## src/rtl/snn_pkg.sv

```systemverilog
// snn_pkg: shared types, default sizes and the saturating adder for the spiking layer scheduler.
package snn_pkg;
   typedef enum logic [1:0] {IDLE, ACCUM, ISSUE, DONE} sched_state_e;
   localparam int SNN_LAYER_SIZE    = 4;
   localparam int SNN_WEIGHT_WIDTH  = 8;
   localparam int SNN_CURRENT_WIDTH = 10;
   // a + b clipped to the largest value representable in cw bits
   function automatic logic [31:0] sat_add(input logic [31:0] a, input logic [31:0] b, input int cw);
      logic [32:0] s;
      logic [31:0] lim;
      lim = (32'd1 << cw) - 32'd1;
      s   = {1'b0, a} + {1'b0, b};
      return (s > {1'b0, lim}) ? lim : s[31:0];
   endfunction
endpackage

```

## src/rtl/snn_weight_regfile.sv

```systemverilog
// snn_weight_regfile: square weight matrix, synchronous write, combinational read, async clear.
module snn_weight_regfile
   import snn_pkg::*;
#(
   parameter int LAYER_SIZE   = SNN_LAYER_SIZE,
   parameter int WEIGHT_WIDTH = SNN_WEIGHT_WIDTH,
   localparam int AW = (LAYER_SIZE > 1) ? $clog2(LAYER_SIZE) : 1
) (
   input  logic                    clk,
   input  logic                    rst,
   input  logic                    we_i,
   input  logic [AW-1:0]           wrow_i,
   input  logic [AW-1:0]           wcol_i,
   input  logic [WEIGHT_WIDTH-1:0] wdata_i,
   input  logic [AW-1:0]           rrow_i,
   input  logic [AW-1:0]           rcol_i,
   output logic [WEIGHT_WIDTH-1:0] rdata_o
);
   logic [WEIGHT_WIDTH-1:0] w_q [LAYER_SIZE][LAYER_SIZE];
   always_ff @(posedge clk or posedge rst) begin
      if (rst) begin
         for (int r = 0; r < LAYER_SIZE; r++)
            for (int c = 0; c < LAYER_SIZE; c++)
               w_q[r][c] <= '0;
      end else if (we_i) begin
         w_q[wrow_i][wcol_i] <= wdata_i;
      end
   end
   assign rdata_o = w_q[rrow_i][rcol_i];
endmodule

```

## src/rtl/snn_layer_scheduler.sv

```systemverilog
// snn_layer_scheduler: serial accumulate-and-issue controller for one fully connected spiking layer.
module snn_layer_scheduler
   import snn_pkg::*;
#(
   parameter int LAYER_SIZE    = SNN_LAYER_SIZE,
   parameter int WEIGHT_WIDTH  = SNN_WEIGHT_WIDTH,
   parameter int CURRENT_WIDTH = SNN_CURRENT_WIDTH,
   localparam int AW = (LAYER_SIZE > 1) ? $clog2(LAYER_SIZE) : 1
) (
   input  logic                     clk,
   input  logic                     rst,
   input  logic                     in_valid_i,
   output logic                     in_ready_o,
   input  logic [LAYER_SIZE-1:0]    in_spikes_i,
   input  logic                     cfg_we_i,
   input  logic [AW-1:0]            cfg_row_i,
   input  logic [AW-1:0]            cfg_col_i,
   input  logic [WEIGHT_WIDTH-1:0]  cfg_wdata_i,
   output logic                     cfg_err_o,
   output logic                     cur_valid_o,
   output logic [AW-1:0]            cur_idx_o,
   output logic [CURRENT_WIDTH-1:0] cur_data_o,
   output logic                     cur_sat_o,
   output logic                     step_done_o
);
   if (CURRENT_WIDTH < WEIGHT_WIDTH) begin : g_width_check
      $error("CURRENT_WIDTH must be >= WEIGHT_WIDTH");
   end
   sched_state_e            state_q, state_d;
   logic [AW-1:0]           n_q, n_d, c_q, c_d;
   logic [CURRENT_WIDTH:0]  acc_q, acc_d;
   logic                    sat_q, sat_d;
   logic [LAYER_SIZE-1:0]   spikes_q;
   logic                    cfg_err_q;
   logic [WEIGHT_WIDTH-1:0] w_rd, add_w;
   logic [31:0]             raw_w, sum_w;
   logic                    idle;
   assign idle = (state_q == IDLE);
   snn_weight_regfile #(
      .LAYER_SIZE  (LAYER_SIZE),
      .WEIGHT_WIDTH(WEIGHT_WIDTH)
   ) u_wrf (
      .clk    (clk),
      .rst    (rst),
      .we_i   (cfg_we_i && idle),
      .wrow_i (cfg_row_i),
      .wcol_i (cfg_col_i),
      .wdata_i(cfg_wdata_i),
      .rrow_i (n_q),
      .rcol_i (c_q),
      .rdata_o(w_rd)
   );
   assign add_w = spikes_q[c_q] ? w_rd : '0;
   assign raw_w = 32'(acc_q) + 32'(add_w);
   assign sum_w = sat_add(32'(acc_q), 32'(add_w), CURRENT_WIDTH);
   always_comb begin
      state_d = state_q;
      n_d     = n_q;
      c_d     = c_q;
      acc_d   = acc_q;
      sat_d   = sat_q;
      case (state_q)
         IDLE: begin
            state_d = in_valid_i ? ACCUM : IDLE;
            n_d     = '0;
            c_d     = '0;
         end
         ACCUM: begin
            acc_d   = sum_w[CURRENT_WIDTH:0];
            sat_d   = sat_q | (sum_w != raw_w);
            c_d     = c_q + AW'(1);
            state_d = (c_q == AW'(LAYER_SIZE - 1)) ? ISSUE : ACCUM;
         end
         ISSUE: begin
            acc_d   = '0;
            sat_d   = 1'b0;
            c_d     = '0;
            state_d = (n_q == AW'(LAYER_SIZE - 1)) ? DONE : ACCUM;
            n_d     = (n_q == AW'(LAYER_SIZE - 1)) ? n_q : n_q + AW'(1);
         end
         default: begin
            state_d = IDLE;
            n_d     = '0;
         end
      endcase
   end
   always_ff @(posedge clk or posedge rst) begin
      if (rst) begin
         state_q   <= IDLE;
         n_q       <= '0;
         c_q       <= '0;
         acc_q     <= '0;
         sat_q     <= 1'b0;
         spikes_q  <= '0;
         cfg_err_q <= 1'b0;
      end else begin
         state_q   <= state_d;
         n_q       <= n_d;
         c_q       <= c_d;
         acc_q     <= acc_d;
         sat_q     <= sat_d;
         spikes_q  <= (idle && in_valid_i) ? in_spikes_i : spikes_q;
         cfg_err_q <= cfg_we_i && !idle;
      end
   end
   // acc never exceeds the CURRENT_WIDTH limit, so its top bit is always clear here
   assign in_ready_o  = idle;
   assign cfg_err_o   = cfg_err_q;
   assign cur_valid_o = (state_q == ISSUE);
   assign cur_idx_o   = n_q;
   assign cur_data_o  = acc_q[CURRENT_WIDTH-1:0];
   assign cur_sat_o   = sat_q;
   assign step_done_o = (state_q == DONE);
endmodule

```

## config.mk

```make
export PLATFORM = sky130hd
export DESIGN_NAME = snn_layer_scheduler
export DESIGN_NICKNAME = d
export VERILOG_FILES = /design/src/rtl/snn_pkg.sv /design/src/rtl/snn_weight_regfile.sv /design/src/rtl/snn_layer_scheduler.sv
export SDC_FILE = /design/constraint.sdc
export NUM_CORES = 1
export LEC_CHECK = 0
export ABC_AREA = 1
export CAP_MARGIN = 0
export CORE_MARGIN = 5
export CORE_UTILIZATION = 45
export DETAILED_ROUTE_END_ITERATION = 10
export PLACE_DENSITY = 0.64
export SLEW_MARGIN = 30
export SYNTH_ARGS = -nofsm -noshare
export SYNTH_HDL_FRONTEND = slang
export SYNTH_SLANG_ARGS = --single-unit
```

## constraint.sdc

```tcl
create_clock -name clk -period 8.8 [get_ports clk]
set_input_delay 1.76 -clock clk [delete_from_list [all_inputs] [get_ports clk]]
set_output_delay 1.76 -clock clk [all_outputs]
set_load 0.005 [all_outputs]
```

# Yosys cells after proc, flatten, opt, wreduce, memory -nomap -nowiden
# Cells that the tools add are included.
# classes
n_addsub,4
magnitude_cmp,8
eq_ne,7
muxes,24
bitwise_logic,6
reduce_logical,11
# op_table
operator,n
128-bit bitwise mux,1
32-bit 2-to-1 mux,3
32-bit binary-select mux with 2-bit select,1
32-bit demux with 2-bit select,1
8-bit 2-to-1 mux,4
11-bit by 8-bit adder with 12-bit output,2
11-bit one-hot mux with 2 select lines,1
8-bit binary-select mux with 2-bit select,1
8-bit demux with 2-bit select,1
"3-bit greater-or-equal comparator, second input constant",4
"12-bit by 10-bit > comparator with 1-bit output, second input constant",1
12-bit 2-to-1 mux,1
12-bit != test,1
2-bit inverter with 3-bit output,4
"2-bit equality test, second input constant",4
2-bit one-hot mux with 2 select lines,2
"3-bit by 1-bit less-than comparator with 1-bit output, second input constant",2
2-bit 2-to-1 mux,3
2-bit one-hot mux with 3 select lines,1
1-bit logical AND,5
"2-bit by 1-bit adder with 2-bit output, second input constant",2
2-bit nonzero test,2
"2-bit by 3-bit less-than comparator with 1-bit output, second input constant",1
1-bit binary-select mux with 2-bit select,1
10 further kinds,11
# totals
reg_bits,151
inputBits,20
output_inout_bits,17
word_cells,83

# Depth between registers and ports, before layout
# Gate-level depths: netlist of run 1.
# logic_depth
word_depth,14
ltp_mapped,21

# Hierarchy
# From an unflattened synthesis of run 1, not the netlist that was laid out.
# hier_totals
cells_unflattened,1093
area_unflattened_um2,8127.8
# by_module_without_submodules
mod,instances,cells_each,area_each_um2,seq_area_each_um2
snn_weight_regfile,1,846,6331.1,3203.1
snn_layer_scheduler,1,247,1796.7,575.6

# Worst setup path after synthesis of run 1
# No wires, ideal clock.
# synth_timing
kind,register to register
start,register n_q[0] (netlist: cur_idx_o[0])
end,register acc_q[0]
t_arrival_ns,2.639
slack_ns,6.038
path_stages_with_launch,19
n_path_buf,2
synth_period_minus_slack_ns,2.762
cell_sequence,dfrtp_1 -> buf_4 -> buf_4 -> o211ai_1 -> nand3_1 -> o21ai_0 -> nand2_1 -> nand2_1 -> a21oi_1 -> ha_1 -> fa_1 -> nand3_1 -> nor2_1 -> a21oi_1 -> nand2_1 -> nand2_1 -> nand3_1 -> o21ai_0 -> nand2_1
# synth_via
elab_chain_len,12
# synth_rtl
element,line,rtl
from (decl),snn_layer_scheduler.sv:30,"logic [AW-1:0] n_q, n_d, c_q, c_d;"
from (signal assigned),snn_layer_scheduler.sv:98,n_q <= n_d;
2-bit inverter with 3-bit output (not written as such) (*),snn_weight_regfile.sv:29,assign rdata_o = w_q[rrow_i][rcol_i];
32-bit binary-select mux with 2-bit select (*),snn_weight_regfile.sv:29,
32-bit 2-to-1 mux (not written as such) (*) (2 in a row),snn_weight_regfile.sv:29,
8-bit binary-select mux with 2-bit select (*),snn_weight_regfile.sv:29,
8-bit 2-to-1 mux (not written as such) (*) (2 in a row),snn_weight_regfile.sv:29,
8-bit 2-to-1 mux (*),snn_layer_scheduler.sv:53,assign add_w = spikes_q[c_q] ? w_rd : '0;
11-bit by 8-bit adder with 12-bit output (*),snn_pkg.sv:12,"s = {1'b0, a} + {1'b0, b};"
12-bit by 10-bit > comparator with 1-bit output,snn_pkg.sv:13,"return (s > {1'b0, lim}) ? lim : s[31:0];"
12-bit 2-to-1 mux (*),snn_pkg.sv:13,
11-bit one-hot mux with 2 select lines (*),snn_layer_scheduler.sv:62,case (state_q)
to (signal assigned),snn_layer_scheduler.sv:92,acc_q <= '0;
to (signal assigned),snn_layer_scheduler.sv:100,acc_q <= acc_d;
to (decl),snn_layer_scheduler.sv:31,"logic [CURRENT_WIDTH:0] acc_q, acc_d;"
# Every way passes the cells marked *; elsewhere a longest branch is shown, timed or not. The select of a mux whose other input is x is not followed.
# A chain may end at the register's enable or synchronous reset.

# Worst setup path in the final report of run 1
# layout_timing
start,register c_q[0]
end,register acc_q[4]
# layout_via
elab_chain_len,9
word_cells_on_any_way,11
classes_between,add/sub: 1; order compare: 1; mux: 8; bitwise: 1
# layout_rtl
element,line,rtl
from (decl),snn_layer_scheduler.sv:30,
from (signal assigned),snn_layer_scheduler.sv:91,c_q <= '0;
from (signal assigned),snn_layer_scheduler.sv:99,c_q <= c_d;
2-bit inverter with 3-bit output (not written as such),snn_weight_regfile.sv:29,
8-bit binary-select mux with 2-bit select,snn_weight_regfile.sv:29,
8-bit 2-to-1 mux (not written as such) (2 in a row),snn_weight_regfile.sv:29,
8-bit 2-to-1 mux (*),snn_layer_scheduler.sv:53,
11-bit by 8-bit adder with 12-bit output (*),snn_pkg.sv:12,
12-bit by 10-bit > comparator with 1-bit output,snn_pkg.sv:13,
12-bit 2-to-1 mux (*),snn_pkg.sv:13,
11-bit one-hot mux with 2 select lines (*),snn_layer_scheduler.sv:62,
# Marked as above.

==> run metrics, run 1 <==
Cells after DPL 1140; first-pass GRT wire length 29800 um; GP Congestion 0.892; Starting Density 46.1%; Post-CTS Resized 0; Power Dens Cells 334 nW/um2; Worst Setup Slack, final 4.61 ns; Period minus WS final 4.19 ns; synthesized flop and latch total 151; CP required 9.11 ns; dpl ws 4.68 ns; Layout Utilization 51.1%; met1 layer usage reported by global route 29.0%; reg2reg end acc_q[4]$_DFFE_PP0P_; Die Height 141 um; CTS Sinks 151; Post-Synthesis Cells 939; clk slew on worst S/H paths 0.07 ns; Clock Path Buffers 2; Die ar. 19800 um2; Final ANT Viol Nets 0; Area contributors post-synth dfrtp_1 (49%), nand2_1 (13%), o21ai_0 (12%), inv_1 (4.4%), a21oi_1 (3.7%); # DRC 0; Syn-to-layout area delta 10.7%; most common cell after layout, fill and taps aside nand2_1; VDD IR max 180 uV; Design Power 2840 uW; Top Usage Layer GRT met1; TNS Setup 0 ns; htree depth 4; combinational share of power 37.7%; run status complete, no violations; fin cells 1172; hold buffer count at cts 0; commonest non-fill, non-tap cells in the layout nand2_1 (264), o21ai_0 (182), dfrtp_1 (150); final WL 18000 um; M2 GR Usage 26.2%; synthesized area per cell 8.18 um2; Worst R2R Start c_q[0]$_DFFE_PP0P_; Worst Setup Start Kind flop; post-route clock skew 0.00878 ns; fmax 0.239 GHz; max_slew headroom 41.5%; cell area after synthesis 7680 um2; drt wl/cell 15.4 um; vias in the first global route 5581; total inserted antenna cells 0; max-slew violations 0; CP Max Fanout 28; root buffer cell clkbuf_16; DR vias/cell 5.16; core area 16600 um2; Setup crit start c_q[0]$_DFFE_PP0P_; Post-synth ARST share 100%; HPWL after DPL 11600 um; worst slew pin tran 0.872 ns; Fill cells 1608; Hold Violations, Final 0; crit path DAT 4.49 ns; IO buf count 36; critical path endpoint acc_q[4]$_DFFE_PP0P_; Top Ports 37; CP endpoint kind flop; pin count of the biggest net entering global routing 82; crit share post-route 47.6%; Yosys top cell area share 49.2%; cells on worst reg2reg path 15; leading area contributor after synthesis dfrtp_1; Synth cell types 27; final setup vio count 0; share of cells above drive strength 1 4.83%; R2R Setup Slk 4.61 ns; TritonCTS Buffers 17; sequential share of power 37.6%; sequential area share after synthesis 49.2%; ys flop type dfrtp_1; total number of yosys warnings 0; die width 141 um; vias post-DR 6043; clock share of power 24.7%; max_cap viols 0; Post-synth EDFFs 0; met3 Track Usage GR 4.13%; leak pwr 0.00394 uW; total gr overflow 0; clk_lat worst skew 0.43 ns; CTS tree done; Crit Path Category flop to flop; DRT Pass-1 Iters 4; postcts setup bufs 0; cell row count 47; Tot GR Track Use 18.8%; synthesized netlist net count 975; Int Power 1720 uW; P_sw 1120 uW; Sw Share 39.4%; fin nets 975; HP Class flop to flop; Initial DRC Count 545; initial antenna violation count 0; RSZ-0062 raised after global routing no
-- worst min path at each step --
| stage | start | endpoint | slack [ns] | cells past startpoint |
|---|---|---|---|---|
| after floorplan | u_wrf.w_q[100]$_DFFE_PP0P_ | u_wrf.w_q[100]$_DFFE_PP0P_ | 0.45 | 2 |
| after global placement | u_wrf.w_q[114]$_DFFE_PP0P_ | u_wrf.w_q[114]$_DFFE_PP0P_ | 0.46 | 2 |
| after detailed placement | u_wrf.w_q[116]$_DFFE_PP0P_ | u_wrf.w_q[116]$_DFFE_PP0P_ | 0.47 | 2 |
| after CTS | u_wrf.w_q[98]$_DFFE_PP0P_ | u_wrf.w_q[98]$_DFFE_PP0P_ | 0.48 | 2 |
| after global routing | u_wrf.w_q[111]$_DFFE_PP0P_ | u_wrf.w_q[111]$_DFFE_PP0P_ | 0.50 | 2 |
| final | u_wrf.w_q[116]$_DFFE_PP0P_ | u_wrf.w_q[116]$_DFFE_PP0P_ | 0.48 | 2 |
-- final cells by class --
cell class / count / area [um2] / share of cell area [%]
Clock inverter: 14 / 130 / 1.53
Tap cell: 220 / 275 / 3.24
Timing Repair Buffer: 39 / 387 / 4.55
Inverter: 92 / 352 / 4.14
Multi-Input combinational cell: 638 / 3130 / 36.9
Clock buffer: 18 / 439 / 5.17
Sequential cell: 151 / 3780 / 44.5
-- flip-flops by register name, summed over array words and instances, names as in the netlist --
| register | count |
|---|---|
| state_q | 2 |
| u_wrf.w_q | 128 |
| acc_q | 11 |
| cur_sat_o | 1 |
| c_q | 2 |
| cfg_err_o | 1 |
| cur_idx_o | 2 |
| spikes_q | 4 |
-- kinds of logic after synthesis --
family	Yosys count	synth area share (%)
AND/OR/NAND/NOR	326	16.8
AO/OA/AOI/OAI	272	18.2
flip-flops	151	49.2
buffers and inverters	150	9.96
multiplexers	20	2.67
adder cells (fa/ha/maj)	16	2.71
XOR/XNOR	4	0.456
-- power by group through the flow --
stage               logic [uW]  clock network [uW]  registers (uW)
CTS                       1070                 718            1070
global placement          1050                   0            1070
detailed placement        1070                   0            1080
floorplan                  884                   0             997
finish                    1070                 702            1070
global route              1230                 748            1100
-- critical path, stage by stage, from the launching register on --
cell	delay, ns
dfrtp_1	0.63
clkinv_1	0.82
o21ai_0	0.43
o22ai_1	0.25
nand2_1	0.15
a21oi_1	0.07
ha_1	0.23
fa_1	0.41
nand3_1	0.11
nor2_1	0.06
a21oi_1	0.21
nand2_1	0.10
nand2_1	0.07
nand3_1	0.18
o21ai_0	0.25
nand2_1	0.08
-- Yosys cell counts, types with 2 or more instances --
library cell and instances:
mux2_2 4, nand2_1 264, buf_6 18, nor2_1 31, xor2_1 2, inv_1 90, ha_1 15, buf_4 14
o21ai_1 15, o22ai_1 9, nand3b_1 3, o21ai_0 182, xnor2_1 2, clkbuf_1 15, nand3_1 23, mux2i_1 16
buf_2 10, a21oi_1 57, o211ai_1 8, nor3_2 4, dfrtp_1 151
-- per-layer routing --
layer | wire length [um] | share of wire [%] | vias to the layer above
met1 | 9430 | 52 | 2840
met5 | 0 | 0 | -
met4 | 268 | 1.5 | 0
li1 | - | - | 3054
met2 | 7430 | 41 | 130
met3 | 866 | 4.8 | 19
-- through the flow --
step / instance area, um2 / hold WS (ns)
after CTS: 8500 / 0.484
after global placement: 7930 / 0.461
after floorplan: 7680 / 0.448
final: 8500 / 0.481
after global routing: 8500 / 0.496
after detailed placement: 7930 / 0.468
Power figures use the tool's default switching activity.
==> run 2: changes to the inputs <==
Settings changed: PLACE_DENSITY 0.64 to 0.67.
Clock period 8.8 ns to 3.8 ns, I/O delays scaled along.
==> run metrics, run 2 (synthesized netlist as in run 1, its figures left out) <==
GP Congestion 0.888 (-0.44%); final non-filler cell area 8570 um2 (+0.85%); Crit path buffers/inverters 2 (+1); fin nets 985 (+1.0%); Post-DP Area 8040 um2 (+1.4%); Cells after DPL 1150 (+0.88%); max_cap viols 0 (unchanged); Period minus WS final 3.44 ns (-0.741 ns); CP required 4.10 ns (-5.01 ns); die width 141 um (unchanged); RSZ-0062 raised after global routing no; core area 16600 um2 (unchanged); TNS Setup 0 ns (unchanged); commonest non-fill, non-tap cells in the layout nand2_1 (264), o21ai_0 (182), dfrtp_1 (150); VDD IR max 373 uV (+110%); max_slew headroom 47.6% (+6.1 points); htree depth 4 (unchanged); fmax 0.290 GHz (+22%); Critical Path Max Stage Delay 0.68 ns (-0.14 ns); max reg flops 128 (unchanged); Die Height 141 um (unchanged); Top Ports 37 (unchanged); pin count of the biggest net entering global routing 64 (-22%); # DRC 0 (unchanged); largest registers u_wrf.w_q (128), acc_q (11), spikes_q (4); critical-path cell list buf_4 > buf_4 > a21oi_1 > o21ai_0 > o21ai_0 > o22ai_1 > a21oi_1 > fa_1 > nand3_1 > nor2_1 > a21oi_1 > nand2_1 > nand2_1 > nand3_1 > o21ai_0 > nand2_1; Clock Path Buffers 2 (unchanged); Worst Setup Start Kind flop; final setup vio count 0 (unchanged); largest register by flop count u_wrf.w_q; Syn-to-layout area delta 11.7%; crit share post-route 90.7% (+43 points); DRT Pass-1 Iters 5 (+1); Crit Path Category flop to flop; max-slew violations 0 (unchanged); crit path DAT 3.74 ns (-0.75 ns); clk_lat worst skew 0.42 ns (about the same); total gr overflow 0 (unchanged); CTS Sinks 151 (unchanged); IO buf count 36 (unchanged); Worst Setup Slack, final 0.355 ns (-4.26 ns); fin cells 1180 (+0.68%); Top Family by Delay on Critical Path compound AO/OA/AOI/OAI gates; TritonCTS Buffers 17 (unchanged); slowest CP cell dfrtp_4; most common cell after layout, fill and taps aside nand2_1; root buffer cell clkbuf_16; DR vias/cell 5.25 (+1.8%); total inserted antenna cells 0 (unchanged); Fill cells 1602 (-0.37%); Hold Violations, Final 0 (unchanged); dpl ws 0.399 ns (-4.28 ns); leak pwr 0.00399 uW (+1.2%); share of cells above drive strength 1 5.00% (+0.17 points); CP Max Fanout 42 (+50%); HP Class flop to flop; post-route clock skew 0.00671 ns (-0.00207 ns); vias post-DR 6193 (+2.5%); Starting Density 46.1% (unchanged); cell row count 47 (unchanged); CP endpoint kind flop; drt wl/cell 15.6 um (+1.5%); CTS tree done; hold buffer count at cts 0 (unchanged); initial antenna violation count 0 (unchanged); Final ANT Viol Nets 0 (unchanged); Post-CTS Resized 0 (unchanged); first-pass GRT wire length 31000 um (+4.2%); worst slew pin tran 0.784 ns (-0.0875 ns); Power Dens Cells 774 nW/um2 (+130%); final WL 18400 um (+2.2%); clk slew on worst S/H paths 0.06 ns (about the same); Reg area 3780 um2 (unchanged); Tot GR Track Use 19.5% (+0.74 points); run status complete, no violations; Initial DRC Count 630 (+16%); Die ar. 19800 um2 (unchanged); postcts setup bufs 0 (unchanged); HPWL after DPL 12300 um (+6.2%); Multi-input gate area 3130 um2 (unchanged); vias in the first global route 5898 (+5.7%); Layout Utilization 51.5% (+0.44 points)
-- run 2: changes by cell type in the layout (fill, tap and decap cells not counted), moves of 2 or more --
cell | previous run | this run
buf_4 | 2 | 10
clkbuf_1 | 0 | 6
inv_6 | 6 | 0
inv_8 | 4 | 0
buf_12 | 0 | 3
clkinv_2 | 1 | 4
clkinv_4 | 3 | 0
clkbuf_8 | 1 | 3
-- run 2: worst reg2reg max path: stages, from the launching register on --
cell	delay, ns
dfrtp_4	0.68
buf_4	0.37
buf_4	0.19
a21oi_1	0.06
o21ai_0	0.07
o21ai_0	0.16
o22ai_1	0.16
a21oi_1	0.16
fa_1	0.46
nand3_1	0.11
nor2_1	0.06
a21oi_1	0.22
nand2_1	0.11
nand2_1	0.07
nand3_1	0.17
o21ai_0	0.23
nand2_1	0.07
-- run 2: area by class of cell --
type	count	share of cell area [%]
inverter	92	4.09
clock buffer	26	5.71
clock inverter	4	0.525
tap	220	3.21
sequential	151	44.1
multi-input combinational	638	36.6
timing repair buffer	49	5.78
-- run 2: metrics by stage --
stage / power, uW / hold slack, ns
floorplan: 4360 / 0.448
global placement: 5010 / 0.460
detailed placement: 5060 / 0.468
CTS: 6660 / 0.482
global route: 7180 / 0.487
finish: 6640 / 0.480
-- run 2: power breakdown --
group | total [uW] | switching [uW] | leakage (uW) | internal, uW
combinational | 2630 | 1550 | 0.00173 | 1080
sequential | 2440 | 360 | 0.00200 | 2080
clock | 1560 | 619 | 0.000264 | 943
-- run 2: worst paths after layout --
path / from / end / slack (ns) / cells past startpoint
worst max-delay path: cur_idx_o[0]$_DFFE_PP0P_ / acc_q[6]$_DFFE_PP0P_ / 0.36 / 16
worst min-delay path: u_wrf.w_q[97]$_DFFE_PP0P_ / u_wrf.w_q[97]$_DFFE_PP0P_ / 0.48 / 2
worst max register to register: cur_idx_o[0]$_DFFE_PP0P_ / acc_q[6]$_DFFE_PP0P_ / 0.36 / 16
worst min register to register: u_wrf.w_q[97]$_DFFE_PP0P_ / u_wrf.w_q[97]$_DFFE_PP0P_ / 0.48 / 2
max in group asynchronous: rst / u_wrf.w_q[115]$_DFFE_PP0P_ / 2.18 / 3
min in group asynchronous: rst / u_wrf.w_q[6]$_DFFE_PP0P_ / 0.85 / 2
-- run 2: per-layer routing --
layer	vias to the layer above	GRT usage (%)	wire, um
met2	173	28.2	7860
met5	-	0	0
met4	0	5.97	287
li1	3074	-	-
met3	20	3.76	1020
met1	2926	29.6	9240
